## src/rtl/arc_plotter.sv

```systemverilog
// arc_plotter: midpoint circle rasteriser with a per-slot enable mask and screen clipping.
// Latency: 1 INIT cycle, then 9 cycles per iteration (8 slots + STEP) with ready high; done one cycle after the last STEP.
// Backpressure: a visible pixel holds vga_* stable until plot_ready is high on a rising edge; clipped slots never wait.
module arc_plotter #(
  parameter int X_W      = 8,
  parameter int Y_W      = 7,
  parameter int R_W      = 8,
  parameter int SCREEN_W = 160,
  parameter int SCREEN_H = 120,
  parameter int COLOUR_W = 3
) (
  input  logic                clk,
  input  logic                rst_n,
  input  logic                start,
  input  logic [X_W-1:0]      centre_x,
  input  logic [Y_W-1:0]      centre_y,
  input  logic [R_W-1:0]      radius,
  input  logic [7:0]          octant_mask,
  input  logic [COLOUR_W-1:0] colour,
  input  logic                plot_ready,
  output logic                done,
  output logic [X_W-1:0]      vga_x,
  output logic [Y_W-1:0]      vga_y,
  output logic [COLOUR_W-1:0] vga_colour,
  output logic                vga_plot
);

  // Coordinate width leaves room for a sign bit and one bit of overflow
  // past either screen edge; the midpoint variables carry the same margin.
  localparam int C_W = ((X_W > Y_W) ? X_W : Y_W) + 2;
  localparam int D_W = R_W + 2;

  localparam logic signed [D_W-1:0] ZERO  = '0;
  localparam logic signed [D_W-1:0] ONE   = D_W'(1);
  localparam logic signed [C_W-1:0] SCR_W = C_W'(SCREEN_W);
  localparam logic signed [C_W-1:0] SCR_H = C_W'(SCREEN_H);

  typedef enum logic [2:0] {
    IDLE,
    INIT,
    PLOT,
    STEP,
    DONE
  } state_t;

  // Draw request captured on the accepted start; frozen for the whole draw.
  typedef struct packed {
    logic [X_W-1:0]      cx;
    logic [Y_W-1:0]      cy;
    logic [R_W-1:0]      r;
    logic [7:0]          mask;
    logic [COLOUR_W-1:0] col;
  } job_t;

  state_t state, state_n;
  job_t   job, job_n;

  logic signed [D_W-1:0] ox, oy, crit;
  logic signed [D_W-1:0] ox_n, oy_n, crit_n;
  logic [2:0]            slot, slot_n;

  // Midpoint step terms, evaluated every cycle and used only in STEP.
  logic signed [D_W-1:0] oy_inc, ox_dec, step_ox, step_crit;
  logic                  crit_le0;

  // Current slot's pixel in signed screen space.
  logic signed [C_W-1:0] cx_s, cy_s, ox_s, oy_s, px, py;
  logic                  in_x, in_y, slot_vis, plotting;

  assign oy_inc    = oy + ONE;
  assign ox_dec    = ox - ONE;
  assign crit_le0  = (crit <= ZERO);
  assign step_ox   = crit_le0 ? ox : ox_dec;
  assign step_crit = crit_le0 ? (crit + (oy_inc <<< 1) + ONE)
                              : (crit + ((oy_inc - ox_dec) <<< 1) + ONE);

  assign cx_s = $signed({{(C_W-X_W){1'b0}}, job.cx});
  assign cy_s = $signed({{(C_W-Y_W){1'b0}}, job.cy});
  assign ox_s = C_W'(ox);
  assign oy_s = C_W'(oy);

  // Map the slot number onto one of the eight symmetric points.
  always_comb begin
    px = cx_s;
    py = cy_s;
    case (slot)
      3'd0: begin px = cx_s + ox_s; py = cy_s + oy_s; end
      3'd1: begin px = cx_s + oy_s; py = cy_s + ox_s; end
      3'd2: begin px = cx_s - ox_s; py = cy_s + oy_s; end
      3'd3: begin px = cx_s - oy_s; py = cy_s + ox_s; end
      3'd4: begin px = cx_s - ox_s; py = cy_s - oy_s; end
      3'd5: begin px = cx_s - oy_s; py = cy_s - ox_s; end
      3'd6: begin px = cx_s + ox_s; py = cy_s - oy_s; end
      3'd7: begin px = cx_s + oy_s; py = cy_s - ox_s; end
      default: begin px = cx_s; py = cy_s; end
    endcase
  end

  assign in_x     = !px[C_W-1] && (px < SCR_W);
  assign in_y     = !py[C_W-1] && (py < SCR_H);
  assign slot_vis = job.mask[slot] && in_x && in_y;
  assign plotting = (state == PLOT) && slot_vis;

  // Outputs are zero whenever no pixel is offered, so reset clears them at once.
  assign vga_plot   = plotting;
  assign vga_x      = plotting ? px[X_W-1:0] : '0;
  assign vga_y      = plotting ? py[Y_W-1:0] : '0;
  assign vga_colour = plotting ? job.col : '0;

  // Next-state and datapath update for each phase of the draw.
  always_comb begin
    state_n = state;
    job_n   = job;
    ox_n    = ox;
    oy_n    = oy;
    crit_n  = crit;
    slot_n  = slot;
    case (state)
      IDLE: begin
        if (start) begin
          job_n.cx   = centre_x;
          job_n.cy   = centre_y;
          job_n.r    = radius;
          job_n.mask = octant_mask;
          job_n.col  = colour;
          state_n    = INIT;
        end
      end
      INIT: begin
        ox_n    = $signed({2'b00, job.r});
        oy_n    = ZERO;
        crit_n  = ONE - $signed({2'b00, job.r});
        slot_n  = 3'd0;
        state_n = PLOT;
      end
      PLOT: begin
        // Clipped or masked slots are skipped without waiting for ready.
        if (!slot_vis || plot_ready) begin
          slot_n = slot + 3'd1;
          if (slot == 3'd7) begin
            state_n = STEP;
          end
        end
      end
      STEP: begin
        oy_n    = oy_inc;
        ox_n    = step_ox;
        crit_n  = step_crit;
        slot_n  = 3'd0;
        state_n = (oy_inc <= step_ox) ? PLOT : DONE;
      end
      DONE: begin
        if (!start) begin
          state_n = IDLE;
        end
      end
      default: state_n = IDLE;
    endcase
  end

  // State register; an asynchronous reset abandons any draw in progress.
  always_ff @(posedge clk or negedge rst_n) begin
    if (!rst_n) begin
      state <= IDLE;
    end else begin
      state <= state_n;
    end
  end

  // Datapath registers plus the registered done flag.
  always_ff @(posedge clk or negedge rst_n) begin
    if (!rst_n) begin
      job  <= '0;
      ox   <= '0;
      oy   <= '0;
      crit <= '0;
      slot <= '0;
      done <= 1'b0;
    end else begin
      job  <= job_n;
      ox   <= ox_n;
      oy   <= oy_n;
      crit <= crit_n;
      slot <= slot_n;
      done <= (state_n == DONE);
    end
  end

endmodule
```

## config.mk

```make
export PLATFORM = sky130hd
export DESIGN_NAME = arc_plotter
export DESIGN_NICKNAME = d
export VERILOG_FILES = /design/src/rtl/arc_plotter.sv
export SDC_FILE = /design/constraint.sdc
export NUM_CORES = 1
export LEC_CHECK = 0
export ABC_AREA = 0
export ABC_CLOCK_PERIOD_IN_PS = 5700
export CORE_ASPECT_RATIO = 1.5
export CORE_MARGIN = 2
export CORE_UTILIZATION = 55
export DETAILED_ROUTE_END_ITERATION = 10
export HOLD_SLACK_MARGIN = 0.06
export PLACE_DENSITY = 0.76
export SETUP_SLACK_MARGIN = 0.4
export SKIP_CTS_REPAIR_TIMING = 1
export SYNTH_ARGS = -nofsm -noshare
export SYNTH_HDL_FRONTEND = slang
export SYNTH_SLANG_ARGS = --single-unit
```

## constraint.sdc

```tcl
create_clock -name clk -period 5.7 [get_ports clk]
set_input_delay 1.14 -clock clk [delete_from_list [all_inputs] [get_ports clk]]
set_output_delay 1.14 -clock clk [all_outputs]
set_load 0.02 [all_outputs]
```

[Word-level counts from Yosys, hierarchy flattened]
Index checks and enable logic that the tools add are counted.
Storage, ports and cells
  register bits after elaboration: 71
  bits of input ports: 38
  output and inout bits: 20
  logic and storage cells: 90
Cells by class
  $add $sub $neg: 17
  $lt $le $gt $ge: 5
  equality and inequality tests: 13
  muxes and demuxes: 20
  reductions and logical operators: 24
Operator list (count)
  $pmux W10 S4: 2
  $pmux W10 S2: 3
  $add A10 B2 Y10 const B: 3
  $mux W3: 7
  $add A10 B10 Y10: 2
  $add A8 B10 Y10: 2
  $add A9 B10 Y10: 2
  $mux W10: 2
  $sub A8 B10 Y10: 2
  $sub A9 B10 Y10: 2
  $eq A3 B3 Y1 const B: 6
  $reduce_or A2 Y1: 9
  $pmux W3 S5: 1
  $eq A3 B2 Y1 const B: 4
  $le A10 B1 Y1 const B: 1
  $le A10 B10 Y1: 1
  $lt A10 B8 Y1 const B: 1
  $lt A10 B9 Y1 const B: 1
  $sub A10 B2 Y10 const B: 1
  $sub A1 B8 Y9 const A: 1
  $sub A9 B9 Y9: 1
  $mux W8: 1
  $mux W7: 1
  $eq A3 B1 Y1 const B: 2
  other kinds (12): 21

[Depth between registers and ports, before layout]
Gate-level depths: netlist (run 1).
  depth in word-level cells: 12
  gate-level depth with buffers: 20

[Least setup slack after synthesis (run 1)]
No wires, ideal clock.
  kind: reg-to-output
  start point: register slot[2]
  end point: output vga_x[2]
  arrival time: 4.366 ns
  slack: 0.194 ns
  cell stages (with the launch flop): 19
  buffers on the path: 4
  cells stage by stage: dfrtp_1 > clkbuf_1 > buf_2 > inv_1 > ha_1 > or3_1 > clkbuf_1 > nor2_1 > a221oi_1 > fa_1 > a211oi_1 > o21bai_1 > a211oi_1 > or4_1 > and4_4 > and2_4 > nand4_4 > buf_6 > nor3_1
Between the ends
  longest elaborated chain between the ends: 9
  elaborated cells between the ends (all ways): 30
  those cells by class: order compare: 2; eq/ne: 7; mux: 5; reduce/logical: 16
Ends and longest elaborated chain
  start, declared: line 60  | logic [2:0] slot, slot_n;
  start signal, assigned: line 184  | slot <= slot_n;
  $eq A3 B3 Y1 (tied with other cells): line 86  | case (slot)
  $reduce_or A2 Y1 (no source line)
  $pmux W10 S4: line 86
  $lt A10 B9 Y1 / $logic_not A1 Y1 (equally long branches): line 99  | assign in_x = !px[C_W-1] && (px < SCR_W);
  $logic_and A1 B1 Y1: line 99
  $logic_and A1 B1 Y1 (2 in series): line 101  | assign slot_vis = job.mask[slot] && in_x && in_y;
  $logic_and A1 B1 Y1: line 102  | assign plotting = (state == PLOT) && slot_vis;
  $mux W8 *: line 106  | assign vga_x = plotting ? px[X_W-1:0] : '0;
  end, declared: line 22  | output logic [X_W-1:0] vga_x,
Every way passes the cells marked *; elsewhere a longest branch is shown, timed or not. The select of a mux whose other input is x is not followed.

[Final worst setup path (run 1)]
  start point: register slot[0]
  end point: output vga_x[2]
Same word-level chain as after synthesis.

==> metrics.csv, run 1 <==
metric;value;unit
YS warnings;0;
CP Capture Type;primary output;
mapped cell area;0.00670;sq mm
CORE AREA;0.0120;sq mm
layout cells sized above 1;24.7;%
GPL Wtd Cong;1.02;
TritonCTS buffer count;9;
ys async rst share;100;%
register area share after synthesis;26.5;%
post-route minimum period;5480;ps
TritonCTS clock tree;done;
Die Width;94.1;microns
WHS;502;ps
Port Buffers;57;
final slew viol count;0;
DRT Pass-1 Iters;5;
RSZ-0062 raised after global routing;yes;
Area growth syn-to-layout;25.9;%
Critical Path, Cell by Cell;ha_4 > ha_2 > or3_4 > nor2_4 > buf_4 > a221oi_1 > ha_1 > o21ai_0 > o21bai_1 > a211oi_2 > o31ai_1 > and4_4 > and2_4 > nand4_4 > buf_6 > nor3_2 > buf_4;
synth top area cells;dfrtp_1, ha_1, mux2_2, xnor2_1, o21ai_0;
Finished Core Util;70.5;%
Netlist cell types;77;
# IOs;58;
most used cell along the critical path;buf_4;
Clock Tree Buf Depth;2;
Initial Util;56.0;%
synthesized flop and latch total;71;
placement row count;49;
Ant. Diodes;0;
antenna violations before repair;0;
gr usage total;34.2;%
syn avg cell area;8.47;sq um
Worst Path Required;4560;ps
max-cap violations;0;
Mapped Cells;791;
nets@finish;1002;
Clock Sinks;71;
Routed WL per cell;21.1;microns
Tcrit/Tclk final;96.2;%
Setup Skew;12.6;ps
vias in the first global route;6679;
Worst path max stage delay;480;ps
CP startpoint kind;flop;
CTS H-Tree Depth;3;
status;finished, final reports clean;
CP max stage cell;dfrtp_2;
Post-synth EDFFs;0;
Slew @ Worst Pin;1010;ps
Inst Count DP;1030;
first-pass GRT wire length;34400;microns
crit path kind;flop to primary output;
fmax;182;MHz
Synth top area share;26.5;%
Slew HR;32.5;%
initial drt markers;370;
Hold Path Class;flop to flop;
Final Hold Violating Endpoints;0;
hpwl dp;17200;microns
DRC Markers;0;
root buffer cell;clkbuf_16;
Worst Path Max Fanout;6;
WL final;22300;microns
Clock Pin Slew Worst Setup and Hold Paths;70;ps
crit path DAT;4340;ps
grt total ovfl;0;
Avg Vias per Cell;6.25;
Final ANT Viol Nets;0;
most numerous cell in the Yosys netlist;nand2_1;
worst skew pair latency;350;ps
synthesized net count;894;
cell taking the most area after synthesis;dfrtp_1;
largest net degree at the start of global routing;60;
Setup-failing EPs final;0;
Die Height;139;microns
via count;6607;
Top FF cell, synth;dfrtp_1;
Finished Layout Cells;1057;
die area;0.0131;sq mm
Synth top cells by count;nand2_1, dfrtp_1, o21ai_0;
==> layout make-up <==
type | count | area, sq um
clock inverter | 5 | 63.8
tap | 153 | 191
inverter | 35 | 134
sequential | 71 | 1780
fill | 980 | 3520
clock buffer | 11 | 253
multi-input combinational | 643 | 4870
timing repair buffer | 139 | 1140
==> critical path, delay by kind of cell (launching register included) <==
| kind | cells | cell delay [ps] |
|---|---|---|
| AND/OR/NAND/NOR | 6 | 1310 |
| flip-flops | 1 | 480 |
| AO/OA/AOI/OAI | 5 | 920 |
| adder cells (fa/ha/maj) | 3 | 760 |
| buffers and inverters | 3 | 520 |
==> layout by cell type, fill, tap and decap left out, types with 6 or more instances in the layout <==
master	instances
nor2_1	45
mux2i_1	6
nor2b_1	13
buf_2	6
or2_2	7
a211oi_1	6
nor2_4	7
o21a_1	13
nand3_1	9
xnor2_1	39
mux2_2	31
dfrtp_1	68
clkbuf_16	9
inv_1	31
nand2_1	78
clkdlybuf4s50_1	37
a22o_1	6
buf_6	7
ha_1	52
nor3_1	26
buf_4	85
and2_1	11
a21oi_1	41
a21o_1	17
xor2_1	21
o21ai_0	65
==> path summary, 6_finish.rpt <==
check / cells past startpoint / slack (ps) / start / to
setup / recovery: 17 / 220 / slot[0]$_DFFE_PN0P_ / vga_x[2]
hold / removal: 1 / 500 / job[9]$_DFFE_PN0P_ / job[9]$_DFFE_PN0P_
setup reg to reg: 18 / 1620 / slot[0]$_DFFE_PN0P_ / slot[0]$_DFFE_PN0P_
hold reg to reg: 1 / 500 / job[9]$_DFFE_PN0P_ / job[9]$_DFFE_PN0P_
max in group asynchronous: 2 / 3910 / rst_n / slot[1]$_DFFE_PN0P_
min in group asynchronous: 1 / 670 / rst_n / cx_s[1]$_DFFE_PN0P_
==> kinds of logic after synthesis <==
family / Yosys count / synth area share (%)
xor+xnor: 61 / 7.98
flops: 71 / 26.5
buf+inv: 77 / 4.76
fa+ha+maj: 65 / 12.7
simple gates: 251 / 18.8
mux: 40 / 6.95
compound gates: 226 / 22.2
==> routing by layer <==
layer | track usage (%) | part of all wire (%) | vias up
met5 | 0 | 0 | -
met4 | 23.0 | 7.1 | 0
met3 | 5.00 | 4.1 | 98
met2 | 61.0 | 53 | 262
met1 | 36.4 | 36 | 3170
li1 | - | - | 3077
==> state kept, by name, indices dropped and copies added, names as in the netlist <==
name,count
state,3
job,19
slot,3
cx_s,8
cy_s,7
crit,10
oy,10
done,1
ox,10
==> through the flow <==
stage          setup TNS, ps  cell area [sq um]  setup WS, ps
2_1_floorplan              0               6720           456
3_3_place_gp               0               7830          57.9
3_5_place_dp            -294               7830         -47.1
4_1_cts                -6950               8150          -423
5_1_grt                    0               8430           119
6_report                   0               8430           217
Power of run 1 is left out: the tool's default activity adds up to more than one toggle a clock period on the data nets, which glitch-free logic cannot reach.
==> run 2: changes to the inputs <==
--- a/config.mk
+++ b/config.mk
@@ -12,6 +12,7 @@
 export CORE_UTILIZATION = 55
 export DETAILED_ROUTE_END_ITERATION = 10
 export HOLD_SLACK_MARGIN = 0.06
+export MAX_ROUTING_LAYER = met4
 export PLACE_DENSITY = 0.76
 export SETUP_SLACK_MARGIN = 0.4
 export SKIP_CTS_REPAIR_TIMING = 1
==> run 2 against run 1 <==
- global-route usage increased by 1.3 points
- setup slack got worse by 84 ps
- cell count increased by 0.28%
- fmax decreased by 1.5%
- non-clock buffer count increased by 1
- register-to-register slack got worse by 20 ps
- hold slack improved by 6.8 ps
- clock skew decreased by 2.2 ps
- critical path depth increased by 2
==> metrics.csv, run 2 (synthesized netlist as in run 1, its figures left out) <==
metric;value;unit
grt total ovfl;0;
Worst Path Required;4560;ps
via count;6735;
CORE AREA;0.0120;sq mm
CP Capture Type;primary output;
nets@finish;1004;
Largest delay share family, worst path;simple AND/OR/NAND/NOR gates;
Critical Path, Cell by Cell;ha_4 > ha_2 > nor3_2 > o21ai_0 > o21ai_0 > ha_1 > inv_1 > fa_1 > a211oi_1 > o21bai_1 > a211oi_2 > or4_1 > and4_4 > and2_4 > nand4_4 > buf_12 > buf_8 > nor2_1 > clkbuf_2;
Slew @ Worst Pin;1090;ps
antenna violations before repair;1;
commonest non-fill, non-tap cell in the layout;buf_4;
Area growth syn-to-layout;27.7;%
placed inst area;0.00780;sq mm
post-route minimum period;5570;ps
Avg Vias per Cell;6.35;
root buffer cell;clkbuf_16;
Hold Path Class;flop to flop;
status;finished, final reports clean;
Finished Layout Cells;1060;
worst skew pair latency;350;ps
CP startpoint kind;flop;
DRT Pass-1 Iters;6;
Sequential Area;0.00178;sq mm
die area;0.0131;sq mm
Slew HR;27.3;%
gr usage total;35.5;%
largest net degree at the start of global routing;43;
max reg flops;19;
Worst Path Max Fanout;5;
CP max stage cell;dfrtp_2;
Clock Sinks;71;
Die Width;94.1;microns
vias in the first global route;6738;
hold_sp;job[1]$_DFFE_PN0P_;
Setup Skew;10.4;ps
WL final;23400;microns
Clock Tree Buf Depth;2;
most used cell along the critical path;o21ai_0;
CTS H-Tree Depth;3;
RSZ-0062 raised after global routing;yes;
GPL Wtd Cong;1.11;
Critical Path Start;slot[0]$_DFFE_PN0P_;
Die Height;139;microns
FF-to-FF setup slack;1600;ps
Biggest register;job;
final slew viol count;0;
Final Hold Violating Endpoints;0;
TritonCTS clock tree;done;
layout cells sized above 1;26.0;%
worst path bufs/invs;4;
Clock Pin Slew Worst Setup and Hold Paths;70;ps
DRC Markers;0;
Inst Count DP;1026;
TritonCTS buffer count;9;
Routed WL per cell;22.1;microns
# IOs;58;
Final ANT Viol Nets;0;
initial drt markers;449;
fmax;180;MHz
crit path kind;flop to primary output;
fin area;0.00856;sq mm
Tcrit/Tclk final;97.7;%
Setup-failing EPs final;0;
Port Buffers;57;
Reg-to-Reg Start;oy[1]$_DFFE_PN0N_;
most frequent cells in the layout;buf_4, nand2_1, dfrtp_1;
max-cap violations;0;
fillers;928;
placement row count;49;
hpwl dp;17600;microns
Initial Util;56.0;%
Worst path max stage delay;470;ps
first-pass GRT wire length;34500;microns
area of the multi-input gates;0.00491;sq mm
crit path DAT;4430;ps
==> run 2: cell type report <==
class	instances	area share, %
Multi-Input combinational cell	643	57.4
Inverter	35	1.59
Clock inverter	7	0.936
Sequential cell	71	20.8
Timing Repair Buffer	140	14.3
Clock buffer	9	2.63
Antenna cell	1	0.0292
Tap cell	153	2.24
Timing Repair inverter	1	0.0877
==> run 2: final timing paths <==
kind,to,cells after the start
worst max-delay path,vga_x[1],19
worst max register to register,slot[2]$_DFFE_PN0P_,12
worst min register to register,job[1]$_DFFE_PN0P_,1
max in group asynchronous,oy[0]$_DFFE_PN0N_,2
worst min-delay path,job[1]$_DFFE_PN0P_,1
min in group asynchronous,cx_s[0]$_DFFE_PN0P_,1
==> run 2: layer usage <==
layer / vias to the layer above / GRT usage [%] / wire length (microns)
met1: 3211 / 35.3 / 8230
met5: - / - / 0
li1: 3086 / - / -
met3: 131 / 4.95 / 1100
met4: 0 / 23.7 / 1910
met2: 307 / 62.8 / 12200
==> run 2: stage by stage <==
step	setup TNS, ps	hold slack (ps)	utilization (%)	setup slack [ps]
final	0	509	71.6	133
after global routing	-5.71	534	71.6	-5.71
after CTS	-6350	513	67.8	-369
after detailed placement	0	498	65.3	25.9
after global placement	0	481	65.3	83.3
after floorplan	0	472	-	456
==> run 2: worst register-to-register path, stage by stage, from the launching register on <==
cell and delay [ps]:
dfrtp_1 390, or4_1 680, or2_1 360, nor2b_1 160, o211ai_1 200, o311ai_0 250
ha_1 460, a21oi_1 120, or4_4 530, a21oi_2 210, nand4_1 260, a21oi_1 270
a211oi_2 70
Power of run 2 is left out for the same reason.
